===== src/rtl/pipe_ctrl_pkg.sv =====
// Shared definitions for the pipeline sequencing controller:
// FSM state encodings, the NOP used by flushed registers and the default address width.
package pipe_ctrl_pkg;

  localparam int ADDR_W_DEF = 32;

  localparam logic [31:0] NOP_INSN = 32'h0000_0013;

  typedef enum logic [1:0] {
    PC_IDLE  = 2'd0,
    PC_FLUSH = 2'd1,
    PC_STALL = 2'd2
  } pc_state_e;

endpackage


===== src/rtl/pipe_ctrl_if.sv =====
// Request/response bundle between the execute stage, the bus and the
// pipeline controller; the controller sits on the slave side.
interface pipe_ctrl_if #(
  parameter int ADDR_W = pipe_ctrl_pkg::ADDR_W_DEF
);

  logic              jump_en_i;
  logic [ADDR_W-1:0] jump_addr_i;
  logic              hold_flag_ex_i;
  logic              bus_stall_i;
  logic              jump_en_o;
  logic [ADDR_W-1:0] jump_addr_o;
  logic              hold_pc_o;
  logic              hold_if_id_o;
  logic              flush_if_id_o;
  logic              flush_id_ex_o;
  logic              busy_o;
  logic              hold_timeout_o;

  modport master (
    output jump_en_i, jump_addr_i, hold_flag_ex_i, bus_stall_i,
    input  jump_en_o, jump_addr_o, hold_pc_o, hold_if_id_o,
           flush_if_id_o, flush_id_ex_o, busy_o, hold_timeout_o
  );

  modport slave (
    input  jump_en_i, jump_addr_i, hold_flag_ex_i, bus_stall_i,
    output jump_en_o, jump_addr_o, hold_pc_o, hold_if_id_o,
           flush_if_id_o, flush_id_ex_o, busy_o, hold_timeout_o
  );

endinterface


===== src/rtl/pipe_ctrl_hold_watchdog.sv =====
// Saturating count of consecutive hold cycles with a sticky flag that sets
// on the edge where the count reaches HOLD_TIMEOUT.
module hold_watchdog #(
  parameter int HOLD_TIMEOUT = 1024
) (
  input  logic clk,
  input  logic rst,
  input  logic hold,
  output logic timeout
);

  localparam int CNT_W = $clog2(HOLD_TIMEOUT) + 1;
  localparam logic [CNT_W-1:0] LIMIT   = CNT_W'(HOLD_TIMEOUT);
  localparam logic [CNT_W-1:0] ONE     = CNT_W'(1);

  logic [CNT_W-1:0] cnt_r;
  logic             timeout_r;

  // hold-cycle counter and sticky overflow flag
  always_ff @(posedge clk or posedge rst) begin
    if (rst) begin
      cnt_r     <= '0;
      timeout_r <= 1'b0;
    end else begin
      if (!hold) begin
        cnt_r <= '0;
      end else if (cnt_r != LIMIT) begin
        cnt_r <= cnt_r + ONE;
      end else begin
        cnt_r <= cnt_r;
      end
      if (hold && (cnt_r == LIMIT - ONE)) begin
        timeout_r <= 1'b1;
      end else begin
        timeout_r <= timeout_r;
      end
    end
  end

  assign timeout = timeout_r;

endmodule


===== src/rtl/pipe_ctrl.sv =====
// Pipeline sequencing controller: zero-latency PC redirect with timed flush,
// bus-stall hold with deferred jump replay, and a hold-budget watchdog.
module pipe_ctrl
  import pipe_ctrl_pkg::*;
#(
  parameter int FLUSH_CYCLES = 2,
  parameter int HOLD_TIMEOUT = 1024,
  parameter int ADDR_W       = ADDR_W_DEF
) (
  input logic       clk,
  input logic       rst,
  pipe_ctrl_if.slave bus
);

  localparam logic [3:0] FLUSH_RELOAD = 4'(FLUSH_CYCLES - 1);

  pc_state_e         state_r, state_nxt_s;
  logic [3:0]        cnt_r, cnt_nxt_s;
  logic              pend_r, pend_nxt_s;
  logic [ADDR_W-1:0] pend_addr_r, pend_addr_nxt_s;

  logic              redirect_s;
  logic [ADDR_W-1:0] redirect_addr_s;
  logic              hold_s;
  logic              flush_if_id_s;
  logic              flush_id_ex_s;
  logic              timeout_s;

  // state, flush count and deferred-jump registers
  always_ff @(posedge clk or posedge rst) begin
    if (rst) begin
      state_r     <= PC_IDLE;
      cnt_r       <= 4'd0;
      pend_r      <= 1'b0;
      pend_addr_r <= '0;
    end else begin
      state_r     <= state_nxt_s;
      cnt_r       <= cnt_nxt_s;
      pend_r      <= pend_nxt_s;
      pend_addr_r <= pend_addr_nxt_s;
    end
  end

  // next-state and pre-reset-gating outputs; bus stall outranks any jump
  always_comb begin
    state_nxt_s     = state_r;
    cnt_nxt_s       = cnt_r;
    pend_nxt_s      = pend_r;
    pend_addr_nxt_s = pend_addr_r;
    redirect_s      = 1'b0;
    redirect_addr_s = '0;
    hold_s          = 1'b0;
    flush_if_id_s   = 1'b0;
    flush_id_ex_s   = 1'b0;

    case (state_r)
      PC_IDLE, PC_FLUSH: begin
        if (bus.bus_stall_i) begin
          state_nxt_s = PC_STALL;
          hold_s      = 1'b1;
          if (bus.jump_en_i) begin
            pend_nxt_s      = 1'b1;
            pend_addr_nxt_s = bus.jump_addr_i;
          end else begin
            pend_nxt_s = pend_r;
          end
        end else if (bus.jump_en_i) begin
          redirect_s      = 1'b1;
          redirect_addr_s = bus.jump_addr_i;
        end else if (state_r == PC_FLUSH) begin
          flush_if_id_s = 1'b1;
          flush_id_ex_s = 1'b1;
          if (cnt_r <= 4'd1) begin
            state_nxt_s = PC_IDLE;
            cnt_nxt_s   = 4'd0;
          end else begin
            cnt_nxt_s = cnt_r - 4'd1;
          end
        end else if (bus.hold_flag_ex_i) begin
          // one bubble per cycle into ID/EX while IF/ID and PC freeze
          hold_s        = 1'b1;
          flush_id_ex_s = 1'b1;
        end else begin
          state_nxt_s = PC_IDLE;
        end
      end
      PC_STALL: begin
        if (bus.bus_stall_i) begin
          hold_s = 1'b1;
          if (bus.jump_en_i && !pend_r) begin
            pend_nxt_s      = 1'b1;
            pend_addr_nxt_s = bus.jump_addr_i;
          end else begin
            pend_nxt_s = pend_r;
          end
        end else if (pend_r) begin
          // replay the deferred jump; PC must be free to load the target
          redirect_s      = 1'b1;
          redirect_addr_s = pend_addr_r;
          pend_nxt_s      = 1'b0;
        end else begin
          hold_s      = 1'b1;
          state_nxt_s = PC_IDLE;
        end
      end
      default: begin
        state_nxt_s = PC_IDLE;
        pend_nxt_s  = 1'b0;
      end
    endcase

    if (redirect_s) begin
      flush_if_id_s = 1'b1;
      flush_id_ex_s = 1'b1;
      cnt_nxt_s     = FLUSH_RELOAD;
      state_nxt_s   = (FLUSH_CYCLES == 1) ? PC_IDLE : PC_FLUSH;
    end else begin
      cnt_nxt_s = cnt_nxt_s;
    end
  end

  hold_watchdog #(
    .HOLD_TIMEOUT(HOLD_TIMEOUT)
  ) u_hold_watchdog (
    .clk    (clk),
    .rst    (rst),
    .hold   (hold_s & ~rst),
    .timeout(timeout_s)
  );

  assign bus.jump_en_o      = redirect_s & ~rst;
  assign bus.jump_addr_o    = rst ? '0 : redirect_addr_s;
  assign bus.hold_pc_o      = hold_s & ~rst;
  assign bus.hold_if_id_o   = hold_s & ~rst;
  assign bus.flush_if_id_o  = flush_if_id_s & ~rst;
  assign bus.flush_id_ex_o  = flush_id_ex_s & ~rst;
  assign bus.busy_o         = ((state_r != PC_IDLE) | pend_r) & ~rst;
  assign bus.hold_timeout_o = timeout_s & ~rst;

endmodule

===== src/flat_wrapper.sv =====
// flat-port wrapper written by rule: the top's interface ports become plain ports
module pipe_ctrl_flat import pipe_ctrl_pkg::*;
#(
  parameter int FLUSH_CYCLES = 2,
  parameter int HOLD_TIMEOUT = 1024,
  parameter int ADDR_W       = ADDR_W_DEF
)
  (clk, rst, bus_jump_en_i, bus_jump_addr_i, bus_hold_flag_ex_i, bus_bus_stall_i, bus_jump_en_o, bus_jump_addr_o, bus_hold_pc_o, bus_hold_if_id_o, bus_flush_if_id_o, bus_flush_id_ex_o, bus_busy_o, bus_hold_timeout_o);
  pipe_ctrl_if #(.ADDR_W(ADDR_W)) bus_i ();
  input logic clk;
  input logic rst;
  input wire logic [$bits(bus_i.jump_en_i)-1:0] bus_jump_en_i;
  input wire logic [$bits(bus_i.jump_addr_i)-1:0] bus_jump_addr_i;
  input wire logic [$bits(bus_i.hold_flag_ex_i)-1:0] bus_hold_flag_ex_i;
  input wire logic [$bits(bus_i.bus_stall_i)-1:0] bus_bus_stall_i;
  output wire logic [$bits(bus_i.jump_en_o)-1:0] bus_jump_en_o;
  output wire logic [$bits(bus_i.jump_addr_o)-1:0] bus_jump_addr_o;
  output wire logic [$bits(bus_i.hold_pc_o)-1:0] bus_hold_pc_o;
  output wire logic [$bits(bus_i.hold_if_id_o)-1:0] bus_hold_if_id_o;
  output wire logic [$bits(bus_i.flush_if_id_o)-1:0] bus_flush_if_id_o;
  output wire logic [$bits(bus_i.flush_id_ex_o)-1:0] bus_flush_id_ex_o;
  output wire logic [$bits(bus_i.busy_o)-1:0] bus_busy_o;
  output wire logic [$bits(bus_i.hold_timeout_o)-1:0] bus_hold_timeout_o;
  assign bus_i.jump_en_i = bus_jump_en_i;
  assign bus_i.jump_addr_i = bus_jump_addr_i;
  assign bus_i.hold_flag_ex_i = bus_hold_flag_ex_i;
  assign bus_i.bus_stall_i = bus_bus_stall_i;
  assign bus_jump_en_o = bus_i.jump_en_o;
  assign bus_jump_addr_o = bus_i.jump_addr_o;
  assign bus_hold_pc_o = bus_i.hold_pc_o;
  assign bus_hold_if_id_o = bus_i.hold_if_id_o;
  assign bus_flush_if_id_o = bus_i.flush_if_id_o;
  assign bus_flush_id_ex_o = bus_i.flush_id_ex_o;
  assign bus_busy_o = bus_i.busy_o;
  assign bus_hold_timeout_o = bus_i.hold_timeout_o;
  pipe_ctrl #(.FLUSH_CYCLES(FLUSH_CYCLES), .HOLD_TIMEOUT(HOLD_TIMEOUT), .ADDR_W(ADDR_W)) u_core (.clk(clk), .rst(rst), .bus(bus_i));
endmodule

===== config.mk =====
export PLATFORM = sky130hd
export DESIGN_NAME = pipe_ctrl_flat
export DESIGN_NICKNAME = d
export VERILOG_FILES = /design/src/rtl/pipe_ctrl_pkg.sv /design/src/rtl/pipe_ctrl_if.sv /design/src/rtl/pipe_ctrl_hold_watchdog.sv /design/src/rtl/pipe_ctrl.sv /design/src/flat_wrapper.sv
export SDC_FILE = /design/constraint.sdc
export NUM_CORES = 1
export LEC_CHECK = 0
export CAP_MARGIN = 20
export CORE_MARGIN = 8
export CORE_UTILIZATION = 44
export DETAILED_ROUTE_END_ITERATION = 6
export PLACE_DENSITY = 0.77
export SLEW_MARGIN = 20
export SYNTH_ARGS = -nofsm -noshare
export SYNTH_HDL_FRONTEND = slang
export SYNTH_SLANG_ARGS = --single-unit

===== constraint.sdc =====
create_clock -name clk -period 3 [get_ports clk]
set_input_delay 0.45 -clock clk [delete_from_list [all_inputs] [get_ports clk]]
set_output_delay 0.45 -clock clk [all_outputs]
set_load 0.01 [all_outputs]

# ---- Word-level counts from Yosys, hierarchy flattened
# Cells that the tools add are included.
dict set report word_totals {
  reg_bits 51
  latchBits 0
  mem_bits_rw 0
  rom_bits 0
  input_bits 37
  output_inout_bits 39
  wordCells 102
  memories 0
}
dict set report op_classes {
  addsub 2
  multipliers 0
  div_mod_pow 0
  order_cmp 1
  eq_ne 17
  shifts 0
  n_mux 55
  bitwise_logic 8
  reduce_logical 13
}
# cell n
set op_table {}
lappend op_table {{two-way mux 32 bit} 9}
lappend op_table {{one-hot mux 32 bit (2 select lines)} 2}
lappend op_table {{two-way mux 1 bit} 24}
lappend op_table {{two-way mux 4 bit} 6}
lappend op_table {{two-way mux 11 bit} 2}
lappend op_table {{two-way mux 2 bit} 8}
lappend op_table {{adder 11 x 1 -> 11 bit (second input constant)} 1}
lappend op_table {{equality test 11 x 10 -> 1 bit (second input constant)} 1}
lappend op_table {{inequality test 11 bit (second input constant)} 1}
lappend op_table {{AND reduction 5 bit} 2}
lappend op_table {{inequality test 2 x 1 -> 1 bit (second input constant)} 4}
lappend op_table {{nonzero test 2 bit} 4}
lappend op_table {{AND 1 bit} 6}
lappend op_table {{inequality test 2 bit (second input constant)} 3}
lappend op_table {{inequality test 3 x 2 -> 1 bit (second input constant)} 2}
lappend op_table {{one-hot mux 1 bit (2 select lines)} 3}
lappend op_table {{inequality test 5 x 3 -> 1 bit (second input constant)} 1}
lappend op_table {{inequality test 5 x 4 -> 1 bit (second input constant)} 1}
lappend op_table {{<= comparator 4 x 1 -> 1 bit (second input constant)} 1}
lappend op_table {{inequality test 4 x 3 -> 1 bit (second input constant)} 1}
lappend op_table {{one-hot mux 2 bit (2 select lines)} 1}
lappend op_table {{AND reduction 4 bit} 1}
lappend op_table {{subtractor 4 x 1 -> 4 bit (second input constant)} 1}
lappend op_table {{inequality test 3 bit (second input constant)} 1}
lappend op_table {{9 further kinds} 10}

# ---- Longest topological paths before layout
# Gate-level depths: netlist of the first run.
dict set report logic_depth {
  depth_word 7
  depth_mapped 6
}

# ---- Hierarchy
# A second synthesis of the first run with hierarchy kept.
dict set report hier_totals {
  hier_cells 273
  area_unflattened_um2 2820.2
}
# module instances cells_each area_per_inst_um2
set modules_own_cells {}
lappend modules_own_cells {pipe_ctrl 1 207 2180.8}
lappend modules_own_cells {hold_watchdog 1 66 639.4}

# ---- Least setup slack after synthesis of the first run
# No wires, ideal clock.
dict set report synth_timing {
  path_type {input port to output port}
  startpoint {input rst}
  endpoint {output bus_jump_addr_o[10]}
  arrival_time_ps 2540
  required_ps 2550
  setup_slack_ps 10
  path_stages 5
  n_path_buf 2
  cell_sequence {clkbuf_1 > inv_1 > nand2_1 > clkbuf_1 > nor2_1}
}
dict set report synth_via {
  elab_chain_cells 1
}
# element line_no
set synth_lines {}
lappend synth_lines {{start: declaration} flat_wrapper.sv:11} ;# input logic rst;
lappend synth_lines {{two-way mux 32 bit} pipe_ctrl.sv:132} ;# assign bus.jump_addr_o = rst ? '0 : redirect_addr_s;
lappend synth_lines {{end: declaration} flat_wrapper.sv:17} ;# output wire logic [$bits(bus_i.jump_addr_o)-1:0] bus_jump_addr_o;
# No other way between the ends.

# ---- Worst setup path after layout of the first run
dict set report layout_timing {
  startpoint {input bus_bus_stall_i}
  endpoint {output bus_flush_if_id_o}
}
dict set report layout_via {
  elab_chain_cells 4
}
# element line_no
set layout_lines {}
lappend layout_lines {{start: declaration} flat_wrapper.sv:15} ;# input wire logic [$bits(bus_i.bus_stall_i)-1:0] bus_bus_stall_i;
lappend layout_lines {{two-way mux 1 bit (on tied branches)} {pipe_ctrl.sv:88, pipe_ctrl.sv:58}}
lappend layout_lines {{one-hot mux 1 bit (2 select lines) or two-way mux 1 bit (tied branches)} pipe_ctrl.sv:56} ;# case (state_r)
lappend layout_lines {{two-way mux 1 bit *} pipe_ctrl.sv:112} ;# if (redirect_s) begin
lappend layout_lines {{AND 1 bit *} pipe_ctrl.sv:135} ;# assign bus.flush_if_id_o = flush_if_id_s & ~rst;
lappend layout_lines {{end: declaration} flat_wrapper.sv:20} ;# output wire logic [$bits(bus_i.flush_if_id_o)-1:0] bus_flush_if_id_o;
# Every way passes the cells marked *; elsewhere a longest branch is shown, timed or not.

==> results of run 1 <==
[stage by stage]
stage | std cells | util, %
2_1_floorplan | 271 | -
3_3_place_gp | 412 | 58.7
3_5_place_dp | 412 | 58.7
4_1_cts | 420 | 60.7
5_1_grt | 420 | 60.7
6_report | 420 | 60.7
[area by class of cell]
type                    count  area [µm²]
clock buffers               6        82.6
clock inverters             2        38.8
fillers                   551        2450
inverters                  11        41.3
multi-input cells         188        1390
flip-flops and latches     51        1280
well taps                  77        96.3
repair buffers             85         863
[metal layers]
metal  wire [µm]  share of wire [%]  global-route usage (%)  vias up
met2        3450                 49                    26.4       65
met5           0                  0                       0        -
met4          28               0.40                    2.56        0
li1            -                  -                       -     1147
met1        2940                 42                    18.8     1169
met3         631                8.9                    6.69        4
[worst max-delay path, stage by stage]
cell and delay, ps:
clkdlybuf4s50_1 480, buf_4 210, or4b_4 510, a21oi_1 160, clkdlybuf4s50_1 550
[where the power goes]
part,switching [µW],internal [µW],total (µW)
Sequential,66.9,790,857
Combinational,161,218,379
Clock,235,275,510
Total,463,1280,1750
[flip-flops by register name (all words and copies together), names as in the netlist]
| register | cells |
|---|---|
| u_core.pend_addr_r | 32 |
| u_core.u_hold_watchdog.cnt_r | 11 |
| u_core.u_hold_watchdog.timeout | 1 |
| u_core.state_r | 2 |
| u_core.pend_r | 1 |
| u_core.cnt_r | 4 |
[synth_stat cells (2+ instances only)]
master	number
a2111oi_0	6
a2111oi_2	3
a21oi_1	6
a22oi_1	32
a31o_2	2
buf_2	6
clkbuf_1	13
dfrtp_1	51
ha_1	4
inv_1	11
mux2_2	32
nand2_1	9
nand3_1	5
nand4_1	4
nor2_1	38
nor3_1	4
nor3b_1	2
nor4_1	3
o21ai_0	7
o31ai_1	4
or3_1	3
or4_1	3
xor2_1	2
[cells by family (layout without fill, tap and decap cells)]
kind of cell | count (synthesis) | in the layout | synth area share (%)
and+or+nand+nor | 82 | 82 | 15.3
AOI/OAI and AO/OA | 68 | 68 | 18.5
muxes | 32 | 32 | 13.0
adders and majority gates | 4 | 4 | 1.80
xor gates and xnor gates | 2 | 2 | 0.631
buffers and inverters | 32 | 104 | 4.73
DFF | 51 | 51 | 46.0
[worst paths after layout]
path	start	to	slack, ps	cells after the start
setup / recovery	bus_bus_stall_i	bus_flush_if_id_o	190	5
hold / removal	u_core.u_hold_watchdog.timeout	u_core.u_hold_watchdog.timeout	460	2
setup reg to reg	u_core.u_hold_watchdog.cnt_r[0]	u_core.u_hold_watchdog.cnt_r[10]	1080	4
hold reg to reg	u_core.u_hold_watchdog.timeout	u_core.u_hold_watchdog.timeout	460	2
max in group asynchronous	rst	u_core.u_hold_watchdog.cnt_r[3]	1780	3
min in group asynchronous	rst	u_core.state_r[0]	800	3
==> results.md, run 1 <==
- Vias in the first global route: ~2400
- Cell leakage power: 0.00146 µW
- Routed length per instance: 16.8 µm
- Post-CTS setup repair buffer count: 0
- Hold Crit Class: reg2reg
- First-pass DRT Iterations: 4
- Yosys synthesis warning count: 0
- Req. time, crit path: about 2600 ps
- Power Density: 461 nW/µm²
- Worst Slack Setup Final: 190 ps
- Num rows: 29
- Syn_nets: roughly 310
- Commonest non-fill, non-tap cells in the layout: clkdlybuf4s50_1, dfrtp_1, nor2_1
- Slew Limit Fails: 0
- Diodes inserted: 0
- Residual DRC: 0
- Total number of H-tree levels: 2
- Critical Path Sink Type: primary output
- Die Y: ~95 µm
- Final Hold Violating Endpoints: 0
- Number of max-cap violations: 0
- Root buf cell: clkbuf_8
- Synth cell types: 44
- Most common cell after layout, fill and taps aside: clkdlybuf4s50_1
- Via count: 2385
- Final RePlAce weighted congestion: 0.789
- Slew HR: 57.4%
- Max frequency: 0.356 GHz
- Max clock buf depth: 2
- Final Instance Area: 3790 µm²
- WP data arrival: 2360 ps
- Yosys top cell by area: dfrtp_1
- Placed cell area: around 3700 µm²
- Total I/O pin count: between 70 and 80
- DP HPWL: 5050 µm
- Post-synth ARST share: between 90% and 100%
- Largest net degree at the start of global routing: 52
- Setup Slack @ Placement: 186 ps
- First-pass GRT wire length: 11500 µm
- Synthesized cell area: 2780 µm²
- Drt total wl: 7050 µm
- CTS buffer count: 5
- # hold bufs at CTS: 0
- Startpoint types: input pin
- Clock Latency Late Sink: between 300 and 400 ps
- Post-synth top area share: 46.0%
- Setup TNS: 0 ps
- Die ar.: 9100 µm²
- Status: finished, final reports clean
- Seq cells post-synth: between 50 and 60
- Total Power: 1750 µW
- Clock sink count: 51
- Post-Synthesis Cells: 271
- NumNets Final: 383
- Period utilization: 93.7%
- Critical Path Fanout Max: 11
- Grt total ovfl: 0
- Share of post-route cells with drive strength above 1: 18.1%
- Clock slew seen by the registers of the worst setup and hold paths: 90 ps
- CP Class: in2out
- Post-cts resize count: 0
- RSZ-0062 raised after global routing: false
- Post-synth EDFFs: 0
- TritonCTS clock tree: done
- Final min period: 2810 ps
- IO buf count: 75
- Worst Tran Pin Value: 639 ps
- Number of vias per cell: 5.68
- Sequential share of the synthesized area: 46.0%
- Die X: between 90 and 100 µm
- Initial drt markers: 112
- Synth top area cells: dfrtp_1, mux2_2, a22oi_1
- Initial antenna violation count: 0
- Hold Slack: 457 ps
- Core Area: 6240 µm²
- Peak supply drop: 0.339 mV
- Post-route ant nets: 0
- Area Overhead vs Synth: 36.4%
- All-Layer GR Usage: 15.8%
- Clock skew: 11.1 ps
- Initial Util: 44.5%
- Final Setup Violations: 0
- Syn Area/Cell: 10.2 µm²
- Ys flop type: dfrtp_1
(Power assumes the default switching activity.)
==> inputs of run 2 (changes only) <==
SKIP_CTS_REPAIR_TIMING = 1   (was default)
==> results of run 2 <==
Same layout as run 1: the final DEF is identical, and so are final timing and power.
==> inputs of run 3 (changes only) <==
ABC_CLOCK_PERIOD_IN_PS = 3000   (was default)
==> results of run 3 <==
Same layout as run 1: the final DEF is identical, and so are final timing and power.
